## config.mk

```make
export PLATFORM = sky130hd
export DESIGN_NAME = bus_uart_tx_flat
export DESIGN_NICKNAME = d
export VERILOG_FILES = /design/src/rtl/uart_pkg.sv /design/src/rtl/bus_uart_tx_if.sv /design/src/rtl/uart_fifo.sv /design/src/rtl/bus_uart_tx.sv /design/src/flat_wrapper.sv
export SDC_FILE = /design/constraint.sdc
export NUM_CORES = 1
export LEC_CHECK = 0
export BUFFER_PORTS_ARGS = -buffer_cell sky130_fd_sc_hd__buf_2
export CAP_MARGIN = 20
export CORE_AREA = 2 2 123 185
export CTS_BUF_LIST = sky130_fd_sc_hd__clkbuf_8
export DETAILED_ROUTE_END_ITERATION = 10
export DIE_AREA = 0 0 125 187
export GPL_ROUTABILITY_DRIVEN = 0
export SLEW_MARGIN = 0
export SYNTH_ARGS = -nofsm -noshare
export SYNTH_HDL_FRONTEND = slang
export SYNTH_SLANG_ARGS = --single-unit
```

## constraint.sdc

```tcl
create_clock -name clk -period 7.4 [get_ports clk]
set_input_delay 1.11 -clock clk [delete_from_list [all_inputs] [get_ports clk]]
set_output_delay 1.11 -clock clk [all_outputs]
set_load 0.005 [all_outputs]
```

## src/rtl/uart_pkg.sv

```systemverilog
// Shared definitions for bus_uart_tx: register offsets, bit indices, TX states, divisor helpers.
// Defining UART_PARITY_EN adds the PARITY state to the TX state enum.
package uart_pkg;

  localparam logic [1:0] REG_DATA   = 2'd0;
  localparam logic [1:0] REG_STATUS = 2'd1;
  localparam logic [1:0] REG_CTRL   = 2'd2;
  localparam logic [1:0] REG_DIV    = 2'd3;

  localparam int STAT_FULL    = 0;
  localparam int STAT_EMPTY   = 1;
  localparam int STAT_BUSY    = 2;
  localparam int STAT_LVL_LSB = 3;
  localparam int STAT_LVL_MSB = 8;
  localparam int STAT_OVF     = 9;

  localparam int CTRL_IRQ_EN  = 0;
  localparam int CTRL_PAR_ODD = 1;

  localparam logic [15:0] DIV_MIN = 16'd2;

  typedef enum logic [2:0] {
    IDLE   = 3'd0,
    START  = 3'd1,
    DATA   = 3'd2,
`ifdef UART_PARITY_EN
    PARITY = 3'd4,
`endif
    STOP   = 3'd3
  } tx_state_e;

  function automatic logic [15:0] clamp_div(input logic [15:0] v);
    return (v < DIV_MIN) ? DIV_MIN : v;
  endfunction

  // STATUS has only six level bits; a 64-deep FIFO reports 63 when full.
  function automatic logic [5:0] sat_level(input logic [6:0] lvl);
    return (lvl > 7'd63) ? 6'd63 : lvl[5:0];
  endfunction

endpackage

```

## src/rtl/bus_uart_tx_if.sv

```systemverilog
// Register bus between a bus master and bus_uart_tx.
// cs is a level held by the master until bus_ack; zero bytesel means read.
interface bus_uart_tx_if;
  logic        cs;
  logic [31:0] bus_addr;
  logic [31:0] bus_wr_val;
  logic [3:0]  bus_bytesel;
  logic        bus_ack;
  logic [31:0] bus_data;

  modport master (
    output cs, bus_addr, bus_wr_val, bus_bytesel,
    input  bus_ack, bus_data
  );

  modport slave (
    input  cs, bus_addr, bus_wr_val, bus_bytesel,
    output bus_ack, bus_data
  );
endinterface

```

## src/rtl/uart_fifo.sv

```systemverilog
// Synchronous FIFO with show-ahead read port and occupancy level.
// A pop frees a slot for a push in the same cycle, even when full.
module uart_fifo #(
  parameter int DEPTH = 8,
  parameter int WIDTH = 8
) (
  input  logic                   clk,
  input  logic                   resetn,
  input  logic                   push,
  input  logic [WIDTH-1:0]       wdata,
  input  logic                   pop,
  output logic [WIDTH-1:0]       rdata,
  output logic                   full,
  output logic                   empty,
  output logic [$clog2(DEPTH):0] level
);
  localparam int AW = $clog2(DEPTH);
  localparam logic [AW:0] FULL_CNT = DEPTH[AW:0];

  logic [WIDTH-1:0] mem [DEPTH];
  logic [AW-1:0]    wr_ptr;
  logic [AW-1:0]    rd_ptr;
  logic [AW:0]      count;
  logic             do_push;
  logic             do_pop;

  assign empty   = (count == '0);
  assign full    = (count == FULL_CNT);
  assign level   = count;
  assign rdata   = mem[rd_ptr];
  assign do_pop  = pop & ~empty;
  assign do_push = push & (~full | do_pop);

  always_ff @(posedge clk) begin
    if (do_push) mem[wr_ptr] <= wdata;
  end

  always_ff @(posedge clk or negedge resetn) begin
    if (!resetn) begin
      wr_ptr <= '0;
      rd_ptr <= '0;
      count  <= '0;
    end else begin
      if (do_push) wr_ptr <= wr_ptr + 1'b1;
      if (do_pop)  rd_ptr <= rd_ptr + 1'b1;
      case ({do_push, do_pop})
        2'b10:   count <= count + 1'b1;
        2'b01:   count <= count - 1'b1;
        default: count <= count;
      endcase
    end
  end
endmodule

```

## src/rtl/bus_uart_tx.sv

```systemverilog
// Bus-mapped UART transmitter: register decode, TX FIFO and serialiser FSM, level interrupt.
// Define UART_PARITY_EN to insert a parity bit; CTRL bit1 then selects odd parity.
//
// state  | meaning
// IDLE   | line high, waiting for FIFO data
// START  | start bit (0), DIV clocks
// DATA   | 8 data bits LSB first, DIV clocks each
// PARITY | parity bit (UART_PARITY_EN builds only)
// STOP   | stop bit (1); chains straight into START if more data waits
module bus_uart_tx
  import uart_pkg::*;
#(
  parameter int FIFO_DEPTH  = 8,
  parameter int DEFAULT_DIV = 16
) (
  input  logic         clk,
  input  logic         resetn,
  bus_uart_tx_if.slave bus,
  output logic         txd,
  output logic         intr,
  input  logic         intack
);
  localparam int LW = $clog2(FIFO_DEPTH) + 1;
  localparam logic [15:0] DIV_RESET = clamp_div(DEFAULT_DIV[15:0]);

  logic          served;
  logic          acc;
  logic          wr_acc;
  logic          rd_acc;
  logic [1:0]    reg_sel;
  logic          push;
  logic          ctrl_wr;
  logic          div_wr_en;
  logic [15:0]   div_wr;
  logic          irq_en;
  logic          ovf;
  logic [15:0]   div_reg;
  logic [31:0]   status;
  logic [31:0]   rdata;
  logic          irq_clr;
`ifdef UART_PARITY_EN
  logic          par_odd;
  logic          par_bit;
  logic          par_bit_n;
`endif

  logic          pop;
  logic          full;
  logic          empty;
  logic [7:0]    head;
  logic [LW-1:0] level;

  tx_state_e     state;
  tx_state_e     state_n;
  logic [15:0]   cnt;
  logic [15:0]   cnt_n;
  logic [7:0]    sh;
  logic [7:0]    sh_n;
  logic [2:0]    bit_idx;
  logic [2:0]    bit_n;
  logic          tc;
  logic          frame_done;

  logic          unused_bus;
  assign unused_bus = ^{bus.bus_addr[31:4], bus.bus_addr[1:0],
                        bus.bus_wr_val[31:16], bus.bus_bytesel[3:2]};

  // served follows cs, so acc is high only on the first cycle of each cs assertion.
  assign acc       = bus.cs & ~served;
  assign wr_acc    = acc & (bus.bus_bytesel != 4'b0000);
  assign rd_acc    = acc & (bus.bus_bytesel == 4'b0000);
  assign reg_sel   = bus.bus_addr[3:2];
  assign push      = wr_acc & bus.bus_bytesel[0] & (reg_sel == REG_DATA);
  assign ctrl_wr   = wr_acc & bus.bus_bytesel[0] & (reg_sel == REG_CTRL);
  assign div_wr_en = wr_acc & (bus.bus_bytesel[1:0] != 2'b00) & (reg_sel == REG_DIV);
  assign div_wr    = clamp_div({bus.bus_bytesel[1] ? bus.bus_wr_val[15:8] : div_reg[15:8],
                                bus.bus_bytesel[0] ? bus.bus_wr_val[7:0]  : div_reg[7:0]});
  assign irq_clr   = intack | (ctrl_wr & ~bus.bus_wr_val[CTRL_IRQ_EN]);

  uart_fifo #(
    .DEPTH (FIFO_DEPTH),
    .WIDTH (8)
  ) u_fifo (
    .clk    (clk),
    .resetn (resetn),
    .push   (push),
    .wdata  (bus.bus_wr_val[7:0]),
    .pop    (pop),
    .rdata  (head),
    .full   (full),
    .empty  (empty),
    .level  (level)
  );

  always_comb begin
    status                            = '0;
    status[STAT_FULL]                 = full;
    status[STAT_EMPTY]                = empty;
    status[STAT_BUSY]                 = (state != IDLE);
    status[STAT_LVL_MSB:STAT_LVL_LSB] = sat_level(7'(level));
    status[STAT_OVF]                  = ovf;
    rdata = '0;
    case (reg_sel)
      REG_STATUS: rdata = status;
      REG_CTRL: begin
        rdata[CTRL_IRQ_EN] = irq_en;
`ifdef UART_PARITY_EN
        rdata[CTRL_PAR_ODD] = par_odd;
`endif
      end
      REG_DIV:  rdata[15:0] = div_reg;
      default:  rdata = '0;
    endcase
  end

  always_ff @(posedge clk or negedge resetn) begin
    if (!resetn) begin
      served       <= 1'b0;
      bus.bus_ack  <= 1'b0;
      bus.bus_data <= '0;
      irq_en       <= 1'b0;
      ovf          <= 1'b0;
      div_reg      <= DIV_RESET;
`ifdef UART_PARITY_EN
      par_odd      <= 1'b0;
`endif
    end else begin
      served       <= bus.cs;
      bus.bus_ack  <= acc;
      bus.bus_data <= rd_acc ? rdata : '0;
      if (ctrl_wr) begin
        irq_en <= bus.bus_wr_val[CTRL_IRQ_EN];
`ifdef UART_PARITY_EN
        par_odd <= bus.bus_wr_val[CTRL_PAR_ODD];
`endif
      end
      if (div_wr_en) div_reg <= div_wr;
      // A full FIFO still accepts a byte when the serialiser pops in the same cycle.
      if (push && full && !pop)
        ovf <= 1'b1;
      else if (rd_acc && reg_sel == REG_STATUS)
        ovf <= 1'b0;
    end
  end

  // Counter is reloaded from div_reg only at bit boundaries, so DIV writes never cut a bit short.
  always_comb begin
    state_n    = state;
    cnt_n      = cnt;
    sh_n       = sh;
    bit_n      = bit_idx;
    pop        = 1'b0;
    frame_done = 1'b0;
    tc         = (cnt == 16'd0);
`ifdef UART_PARITY_EN
    par_bit_n  = par_bit;
`endif
    case (state)
      IDLE: begin
        if (!empty) begin
          pop     = 1'b1;
          sh_n    = head;
          cnt_n   = div_reg - 16'd1;
          state_n = START;
`ifdef UART_PARITY_EN
          par_bit_n = (^head) ^ par_odd;
`endif
        end
      end
      START: begin
        if (tc) begin
          state_n = DATA;
          bit_n   = 3'd0;
          cnt_n   = div_reg - 16'd1;
        end else begin
          cnt_n = cnt - 16'd1;
        end
      end
      DATA: begin
        if (tc) begin
          cnt_n = div_reg - 16'd1;
          if (bit_idx == 3'd7) begin
`ifdef UART_PARITY_EN
            state_n = PARITY;
`else
            state_n = STOP;
`endif
          end else begin
            sh_n  = sh >> 1;
            bit_n = bit_idx + 3'd1;
          end
        end else begin
          cnt_n = cnt - 16'd1;
        end
      end
`ifdef UART_PARITY_EN
      PARITY: begin
        if (tc) begin
          state_n = STOP;
          cnt_n   = div_reg - 16'd1;
        end else begin
          cnt_n = cnt - 16'd1;
        end
      end
`endif
      STOP: begin
        if (tc) begin
          if (!empty) begin
            pop     = 1'b1;
            sh_n    = head;
            cnt_n   = div_reg - 16'd1;
            state_n = START;
`ifdef UART_PARITY_EN
            par_bit_n = (^head) ^ par_odd;
`endif
          end else begin
            state_n    = IDLE;
            frame_done = 1'b1;
          end
        end else begin
          cnt_n = cnt - 16'd1;
        end
      end
      default: state_n = IDLE;
    endcase
  end

  always_ff @(posedge clk or negedge resetn) begin
    if (!resetn) begin
      state   <= IDLE;
      cnt     <= '0;
      sh      <= '0;
      bit_idx <= '0;
`ifdef UART_PARITY_EN
      par_bit <= 1'b0;
`endif
    end else begin
      state   <= state_n;
      cnt     <= cnt_n;
      sh      <= sh_n;
      bit_idx <= bit_n;
`ifdef UART_PARITY_EN
      par_bit <= par_bit_n;
`endif
    end
  end

  always_comb begin
    case (state)
      START:   txd = 1'b0;
      DATA:    txd = sh[0];
`ifdef UART_PARITY_EN
      PARITY:  txd = par_bit;
`endif
      default: txd = 1'b1;
    endcase
  end

  always_ff @(posedge clk or negedge resetn) begin
    if (!resetn)
      intr <= 1'b0;
    else if (frame_done && irq_en)
      intr <= 1'b1;
    else if (irq_clr)
      intr <= 1'b0;
  end
endmodule

```

## src/flat_wrapper.sv

```systemverilog
// flat-port wrapper written by rule: the top's interface ports become plain ports
module bus_uart_tx_flat import uart_pkg::*;
#(
  parameter int FIFO_DEPTH  = 8,
  parameter int DEFAULT_DIV = 16
)
  (clk, resetn, txd, intr, intack, bus_cs, bus_bus_addr, bus_bus_wr_val, bus_bus_bytesel, bus_bus_ack, bus_bus_data);
  bus_uart_tx_if bus_i ();
  input  logic clk;
  input  logic resetn;
  output logic txd;
  output logic intr;
  input  logic intack;
  input wire logic [$bits(bus_i.cs)-1:0] bus_cs;
  input wire logic [$bits(bus_i.bus_addr)-1:0] bus_bus_addr;
  input wire logic [$bits(bus_i.bus_wr_val)-1:0] bus_bus_wr_val;
  input wire logic [$bits(bus_i.bus_bytesel)-1:0] bus_bus_bytesel;
  output wire logic [$bits(bus_i.bus_ack)-1:0] bus_bus_ack;
  output wire logic [$bits(bus_i.bus_data)-1:0] bus_bus_data;
  assign bus_i.cs = bus_cs;
  assign bus_i.bus_addr = bus_bus_addr;
  assign bus_i.bus_wr_val = bus_bus_wr_val;
  assign bus_i.bus_bytesel = bus_bus_bytesel;
  assign bus_bus_ack = bus_i.bus_ack;
  assign bus_bus_data = bus_i.bus_data;
  bus_uart_tx #(.FIFO_DEPTH(FIFO_DEPTH), .DEFAULT_DIV(DEFAULT_DIV)) u_core (.clk(clk), .resetn(resetn), .bus(bus_i), .txd(txd), .intr(intr), .intack(intack));
endmodule
```

==> results_dict.tcl, run 1 <==
set metrics [dict create \
    outcome "finished clean" \
    drv_cap 0 \
    post_cts_buffers 0 \
    rsz0062_at_grt "false" \
    cts.repair.resized 0 \
    clkTransAtPathRegs_ns 0.09 \
    cts_buffers 17 \
    drive_above_1_share 0.202 \
    max-slew-margin-rel 0.305 \
    synth_warnings 0 \
    end_kind "output pin" \
    switchingPower_w 0.00135 \
    grt_pass1_wl_um 29000 \
    clock_path_buffers 2 \
    drc_errors 0 \
    hpwlAfterDp_um 13300 \
    cp.arrival_ns 2.37 \
    grtUsageTotal 0.159 \
    hold_class "input port to asynchronous set/reset pin" \
    fin_crit_ns 3.48 \
    cp.required_ns 6.29 \
    dieHeight_um 187 \
    vdd_drop_max_mv 0.194 \
    port_buffers 44 \
    grt.overflow.total 0 \
    rows 67 \
    start_util 0.344 \
    worst_pin_slew_ns 1.04 \
    syn_to_final_growth_pct 11.5 \
    num_vias 5511 \
    wl_um 18500 \
    fin_area_mm2 0.00841 \
    h-tree-depth 4 \
    setup_viol 0 \
    hold_viol 0 \
    first_pass_iters 5 \
    core-area_mm2 0.0220 \
    grt_max_degree 77 \
    power_density_mw_per_mm2 378 \
    nets 781 \
    yosysUniqueCellTypes 79 \
    die_area_mm2 0.0234 \
    synth_async_sr_flop_share 0.543 \
    netSwitchingFraction 0.425 \
    syn_avg_cell_area_um2 11.4 \
    numClockSinks 140 \
    antenna_left 0 \
    vias_per_cell 5.59 \
    synth-seq-area-share 0.507 \
    power_frac_clock 0.204 \
    pin_count 107 \
    post-route-util 0.383 \
    synthFlopType "dfrtp_1" \
    p_leak_nw 3.26 \
    die_w_um 125 \
    whs_ns 0.461 \
    placed_cell_area_mm2 0.00797 \
    synth-edff-count 64 \
    p_int_w 0.00183 \
    antenna_cells 0 \
    synthCells 664 \
    crit_path_start_kind "flop" \
    ys_ff_latch 140 \
    regMostFlops "u_core.u_fifo.mem" \
    root_buffer "clkbuf_8" \
    drt_iter0_markers 239 \
    fin_crit_sh 0.470 \
    syn_area_mm2 0.00755 \
    ctsHoldBuffers 0 \
    comb_power_share 0.434 \
    crit_fanout 23 \
    crit_type "flop to output pin" \
    grt_pass1_vias 5458 \
    cts_tree "yes" \
    largest_reg_flops 64 \
    tns_ns 0 \
    clk_latency_ns 0.46 \
    fin_skew_ns 0.0110 \
    grt_antenna_before_repair 0 \
    wl_per_cell_um 18.7 \
    slew_viol_final 0 \
    fmax_mhz 287 \
    power.total_w 0.00318 \
    nFillCells 2134 \
    seqPwrFrac 0.362 \
]
[cells by family (layout without fill, tap and decap cells)]
logic type / Yosys count / count (layout) / share of synthesized area
xor gates and xnor gates: 23 / 23 / 0.0267
DFF: 140 / 140 / 0.507
muxes: 57 / 57 / 0.105
other: 1 / 16 / 0.000497
AOI/OAI and AO/OA: 140 / 140 / 0.134
buffers and inverters: 71 / 101 / 0.0473
and+or+nand+nor: 219 / 219 / 0.158
adders and majority gates: 13 / 13 / 0.0216
[worst max-delay path, cell delays in order, from the launching register on]
cell     delay, ns
dfrtp_1       0.45
inv_1         0.13
ha_1          0.68
or2_2         0.35
nand2_1       0.14
buf_2         0.15
[synthesized netlist by cell type (11+ instances only)]
master / instances / area share
nor4_1: 16 / 0.013
and3_1: 11 / 0.0091
mux2_2: 18 / 0.027
edfxtp_1: 64 / 0.25
nand4_1: 16 / 0.013
inv_1: 14 / 0.0070
xnor2_1: 18 / 0.021
nor3_1: 27 / 0.018
nor2_1: 52 / 0.026
dfrtp_1: 75 / 0.25
mux2i_1: 22 / 0.029
nand2_1: 40 / 0.020
nand3_1: 11 / 0.0073
ha_1: 13 / 0.022
mux4_2: 16 / 0.048
clkbuf_1: 24 / 0.012
buf_2: 11 / 0.0073
a21oi_1: 24 / 0.016
buf_4: 16 / 0.016
o21ai_0: 27 / 0.018
[stage by stage]
step / cells / setup WS (ns)
after global placement: 950 / 3.84
after global routing: 985 / 3.75
after CTS: 983 / 3.88
after detailed placement: 951 / 3.82
final: 985 / 3.92
after floorplan: 679 / 3.96
[routing by layer]
metal  global-route usage  vias to the layer above  wire length (um)
met1                0.169                     2737              6690
met5                    0                        -                 0
met2                0.295                      144             10200
met3               0.0243                       48               638
li1                     -                     2582                 -
met4               0.0923                        0               924
[path summary, 6_finish.rpt]
kind,slack (ns),startpoint,depth (start not counted),end
min in group clk,0.47,u_core.served,1,u_core.bus.bus_ack
max,3.92,u_core.state[0],5,txd
min reg2reg,0.47,u_core.served,1,u_core.bus.bus_ack
max in group asynchronous,6.35,resetn,2,u_core.div_reg[4]
min,0.46,resetn,1,u_core.bus.bus_data[4]
max reg2reg,4.01,u_core.cnt[0],7,u_core.u_fifo.mem[4][1]
[placed cells by master (no fill, tap or decap), types with 16 or more instances in the layout]
cell type / count
nor2_1: 52
mux4_2: 16
buf_2: 43
dfrtp_1: 75
mux2_2: 18
a21oi_1: 24
xnor2_1: 18
nor3_1: 27
conb_1: 16
nand2_1: 40
mux2i_1: 22
o21ai_0: 27
clkbuf_8: 17
edfxtp_1: 64
nand4_1: 16
nor4_1: 16
[cell type report]
type / instances / area [um^2] / share of cell area
clock buffers: 17 / 234 / 0.0278
clock inverters: 15 / 176 / 0.0210
inverters: 14 / 52.6 / 0.00625
multi-input cells: 468 / 3430 / 0.408
flip-flops and latches: 140 / 3820 / 0.455
well taps: 276 / 345 / 0.0411
repair buffers: 55 / 345 / 0.0411
[power by group through the flow]
stage	Clock (W)	Sequential (W)	Combinational (W)
after detailed placement	0	0.00117	0.00137
after CTS	0.000665	0.00115	0.00137
after global placement	0	0.00118	0.00131
after global routing	0.000695	0.00117	0.00152
final	0.000649	0.00115	0.00138
after floorplan	0	0.00105	0.00113
(Power assumes the default switching activity.)
==> run 2: changes to the inputs <==
==> constraint.sdc (replaced) <==
create_clock -name clk -period 3.1 [get_ports clk]
set_input_delay 0.465 -clock clk [delete_from_list [all_inputs] [get_ports clk]]
set_output_delay 0.465 -clock clk [all_outputs]
set_load 0.005 [all_outputs]
==> results_dict.tcl, run 2 (synthesis results as in run 1) <==
set metrics [dict create \
    outcome "finished clean" \
    dp_cells 971 \
    numClockSinks 140 \
    final_common_cell "dfrtp_1" \
    power.total_w 0.00765 \
    clk_latency_ns 0.46 \
    fin_crit_sh 0.848 \
    placed_cell_area_mm2 0.00810 \
    hpwlAfterDp_um 13900 \
    clkTransAtPathRegs_ns 0.08 \
    cp_num_buf_inv 2 \
    tns_ns 0 \
    grtUsageTotal 0.167 \
    nFillCells 2166 \
    die_area_mm2 0.0234 \
    first_pass_iters 4 \
    wl_per_cell_um 18.9 \
    wl_um 19000 \
    grt_antenna_before_repair 0 \
    final_cell_mix "dfrtp_1, edfxtp_1, nor2_1, buf_2, nand2_1" \
    fin_cells 1005 \
    slew_viol_final 0 \
    cp_cell_sequence "inv_1 -> ha_1 -> or3b_1 -> nor2_4 -> a31o_2 -> o21ai_4 -> nor4b_2 -> buf_4" \
    cp_slowest_stage_delay_ns 0.51 \
    start_util 0.344 \
    drv_cap 0 \
    crit_path_start_kind "flop" \
    grt_pass1_vias 5781 \
    cp.required_ns 3.26 \
    p_leak_nw 3.35 \
    cp.arrival_ns 2.79 \
    crit_fanout 10 \
    fin_area_mm2 0.00852 \
    worst_pin_slew_ns 0.792 \
    rows 67 \
    crit_family "simple AND/OR/NAND/NOR gates" \
    cts.repair.resized 0 \
    grt.overflow.total 0 \
    fmax_mhz 380 \
    regMostFlops "u_core.u_fifo.mem" \
    power_density_mw_per_mm2 898 \
    power_frac_clock 0.192 \
    syn_to_final_growth_pct 12.9 \
    cts_buffers 17 \
    vias_per_cell 5.53 \
    crit_type "flop to flop" \
    rsz0062_at_grt "false" \
    die_w_um 125 \
    comb_power_share 0.452 \
    setup_viol 0 \
    num_vias 5555 \
    nets 801 \
    vdd_drop_max_mv 0.503 \
    port_buffers 44 \
    p_int_w 0.00444 \
    antenna_left 0 \
    pin_count 107 \
    seqPwrFrac 0.357 \
    root_buffer "clkbuf_8" \
    drc_errors 0 \
    max-slew-margin-rel 0.472 \
    largest_reg_flops 64 \
    critPathSlowestCell "or3b_1" \
    fin_skew_ns 0.0105 \
    grt_pass1_wl_um 30800 \
    cts_tree "yes" \
    grt_max_degree 77 \
    drive_above_1_share 0.219 \
    hold_viol 0 \
    clock_path_buffers 2 \
    switchingPower_w 0.00321 \
    h-tree-depth 4 \
    end_kind "flop" \
    core-area_mm2 0.0220 \
    netSwitchingFraction 0.419 \
    antenna_cells 0 \
    fin_crit_ns 2.63 \
    drt_iter0_markers 292 \
    hold_class "input port to flop" \
    dieHeight_um 187 \
]
[run 2: cell count changes in the layout (fill, tap and decap cells not counted), sizes merged]
| cell | change |
|---|---|
| clkbuf | -1 |
| buf | +20 |
| clkinvlp | +1 |
| clkinv | -1 |
| dlygate4sd3 | +1 |
[run 2: power groups by stage]
stage | Combinational (W) | Clock (W) | Sequential [W]
2_1_floorplan | 0.00269 | 0 | 0.00250
3_3_place_gp | 0.00340 | 0 | 0.00276
3_5_place_dp | 0.00344 | 0 | 0.00276
4_1_cts | 0.00345 | 0.00151 | 0.00272
5_1_grt | 0.00383 | 0.00157 | 0.00279
6_report | 0.00345 | 0.00147 | 0.00273
[run 2: repair_timing]
item	in CTS	in global routing
hold endpoints to repair	0	10
hold buffers	0	1
setup buffers	0	0
[run 2: layer usage]
layer / track usage / share of wire / up-vias
met5: 0 / 0 / -
met4: 0.103 / 0.055 / 0
met3: 0.0269 / 0.033 / 53
met2: 0.310 / 0.55 / 149
met1: 0.175 / 0.36 / 2737
li1: - / - / 2616
[run 2: cell type report]
type                       instances  area (um^2)  area share
multi-input combinational        468         3430       0.403
sequential                       140         3820       0.449
tap                              276          345      0.0405
inverter                          14         52.6     0.00617
timing repair buffer              75          478      0.0561
clock inverter                    15          149      0.0175
clock buffer                      17          234      0.0275
[run 2: worst register-to-register path: stages (launching register included)]
cell and delay (ns):
dfrtp_1 0.40, inv_1 0.10, ha_1 0.21, or3b_1 0.51
nor2_4 0.20, a31o_2 0.29, o21ai_4 0.15, nor4b_2 0.24
buf_4 0.23
[run 2: final timing paths]
kind | from | slack [ns] | cells after the start | to
min reg2reg | u_core.served | 0.48 | 1 | u_core.bus.bus_ack
max in group asynchronous | resetn | 2.11 | 3 | u_core.div_reg[4]
max | u_core.cnt[0] | 0.47 | 8 | u_core.u_fifo.mem[4][1]
min in group asynchronous | resetn | 0.38 | 2 | u_core.u_fifo.level[2]
min | bus_cs | 0.12 | 1 | u_core.served
max reg2reg | u_core.cnt[0] | 0.47 | 8 | u_core.u_fifo.mem[4][1]
[run 2: per-stage QoR]
step,hold slack [ns],setup slack (ns),utilization
2_1_floorplan,0.169,0.0462,-
4_1_cts,0.0953,0.452,0.386
3_5_place_dp,0.466,0.472,0.369
6_report,0.119,0.471,0.388
3_3_place_gp,0.455,0.508,0.369
5_1_grt,0.101,0.287,0.388
==> run 3: changes to the inputs <==
==> constraint.sdc (replaced) <==
create_clock -name clk -period 2.3 [get_ports clk]
set_input_delay 0.345 -clock clk [delete_from_list [all_inputs] [get_ports clk]]
set_output_delay 0.345 -clock clk [all_outputs]
set_load 0.005 [all_outputs]
==> results_dict.tcl, run 3 (synthesis results as in run 1) <==
set metrics [dict create \
    drt_iter0_markers 270 \
    power_frac_clock 0.165 \
    port_buffers 44 \
    cp.arrival_ns 2.46 \
    pin_count 107 \
    rsz0062_at_grt "true" \
    met3_usage 0.0223 \
    syn_to_final_growth_pct 22.9 \
    outcome "finished clean" \
    end_kind "flop" \
    vias_per_cell 5.47 \
    netSwitchingFraction 0.415 \
    grtUsageMet2 0.334 \
    fin_skew_ns 0.0166 \
    grt_antenna_before_repair 0 \
    antenna_cells 0 \
    power_density_mw_per_mm2 1200 \
    die_area_mm2 0.0234 \
    h-tree-depth 4 \
    core-area_mm2 0.0220 \
    clk_latency_ns 0.45 \
    crit_type "flop to flop" \
    drv_cap 0 \
    root_buffer "clkbuf_8" \
    slew_viol_final 0 \
    largest_reg_flops 64 \
    first_pass_iters 5 \
    crit_fanout 8 \
    fmax_mhz 436 \
    clock_path_buffers 2 \
    drive_above_1_share 0.310 \
    fin_crit_sh 0.998 \
    clkTransAtPathRegs_ns 0.08 \
    seqPwrFrac 0.311 \
    crit_path_start_kind "flop" \
    setup_slack_ns 0.00486 \
    rows 67 \
    setup_viol 0 \
    die_w_um 125 \
    switchingPower_w 0.00462 \
    hpwlAfterDp_um 15400 \
    dp_slack_ns -0.0652 \
    comb_power_share 0.524 \
    worst_pin_slew_ns 0.534 \
    grtUsageTotal 0.175 \
    cp.required_ns 2.46 \
    grt_pass1_wl_um 32100 \
    final_common_cell "buf_4" \
    p_int_w 0.00652 \
    hold_viol 0 \
    met1_usage 0.173 \
    top_usage_layer "met2" \
    wl_um 20100 \
    vdd_drop_max_mv 0.532 \
    drc_errors 0 \
    grt.overflow.total 0 \
    antenna_left 0 \
    hold_class "input port to flop" \
    max-slew-margin-rel 0.644 \
    wl_per_cell_um 18.7 \
    start_util 0.344 \
    dieHeight_um 187 \
    grt_pass1_vias 6048 \
    final_cell_mix "buf_4, dfrtp_1, edfxtp_1, nor2_1, buf_2" \
    grt_max_degree 53 \
    cts_buffers 17 \
    fin_crit_ns 2.30 \
    nets 872 \
    num_vias 5883 \
    cts_tree "yes" \
    numClockSinks 140 \
    tns_ns 0 \
    p_leak_nw 3.75 \
    regMostFlops "u_core.u_fifo.mem" \
]
[run 3: cell types whose count changed in the layout (fill, tap and decap cells not counted), moves of 3 or more]
cell / before / now
inv_4: 3 / 0
o21ai_1: 0 / 3
nor3_1: 27 / 22
clkinv_2: 1 / 4
buf_4: 30 / 89
buf_6: 0 / 4
inv_1: 17 / 14
o21ai_0: 27 / 24
buf_12: 0 / 8
nor3_4: 1 / 6
[run 3: area by class of cell]
cell class | count | area (um^2)
tap | 276 | 345
clock buffer | 17 | 234
sequential | 140 | 3820
inverter | 14 | 52.6
timing repair buffer | 146 | 1110
multi-input combinational | 468 | 3590
clock inverter | 15 | 125
fill | 2106 | 12700
[run 3: power by group through the flow]
stage               registers [W]  clock network [W]  logic (W)
floorplan                 0.00342                  0    0.00373
global placement          0.00350                  0    0.00562
detailed placement        0.00351                  0    0.00568
CTS                       0.00346            0.00190    0.00576
global route              0.00352            0.00200    0.00637
finish                    0.00346            0.00184    0.00583
[run 3: repair_timing]
item	CTS	global route
setup endpoints to repair	51	80
cloned	0	0
pin swaps	1	5
hold endpoints to repair	25	0
gates resized for setup	5	11
setup buffers	3	4
hold buffers	2	0
[run 3: worst paths after layout]
check / slack [ns] / depth (start not counted) / endpoint / startpoint
max in group asynchronous: 1.27 / 3 / u_core.div_reg[4] / resetn
min: 0.15 / 2 / u_core.div_reg[15] / bus_bus_wr_val[15]
max: 0.005 / 9 / u_core.u_fifo.mem[0][4] / u_core.cnt[0]
min reg2reg: 0.52 / 1 / u_core.sh[7] / u_core.sh[7]
min in group asynchronous: 0.37 / 2 / u_core.div_reg[14] / resetn
max reg2reg: 0.005 / 9 / u_core.u_fifo.mem[0][4] / u_core.cnt[0]
[run 3: routing by layer]
| layer | routed length, um | vias to the layer above |
|---|---|---|
| met5 | 0 | - |
| met4 | 1210 | 0 |
| met3 | 562 | 68 |
| met2 | 11300 | 155 |
| met1 | 7090 | 2893 |
| li1 | - | 2767 |
[run 3: critical path: stages (launching register included)]
cell and delay (ns):
dfrtp_1 0.39, inv_2 0.08, ha_4 0.12, or3b_4 0.39, nor2_4 0.17, a31o_4 0.22
o21ai_4 0.10, buf_6 0.17, nor4_4 0.20, buf_12 0.17
[run 3: through the flow]
stage	area, um^2	utilization	hold slack [ns]	cells	power, W
2_1_floorplan	7750	-	0.0494	679	0.00715
3_3_place_gp	8800	0.401	0.269	1035	0.00912
3_5_place_dp	8800	0.401	0.270	1035	0.00919
6_report	9280	0.422	0.151	1076	0.0111
5_1_grt	9280	0.422	0.132	1076	0.0119
4_1_cts	9220	0.420	0.119	1072	0.0111
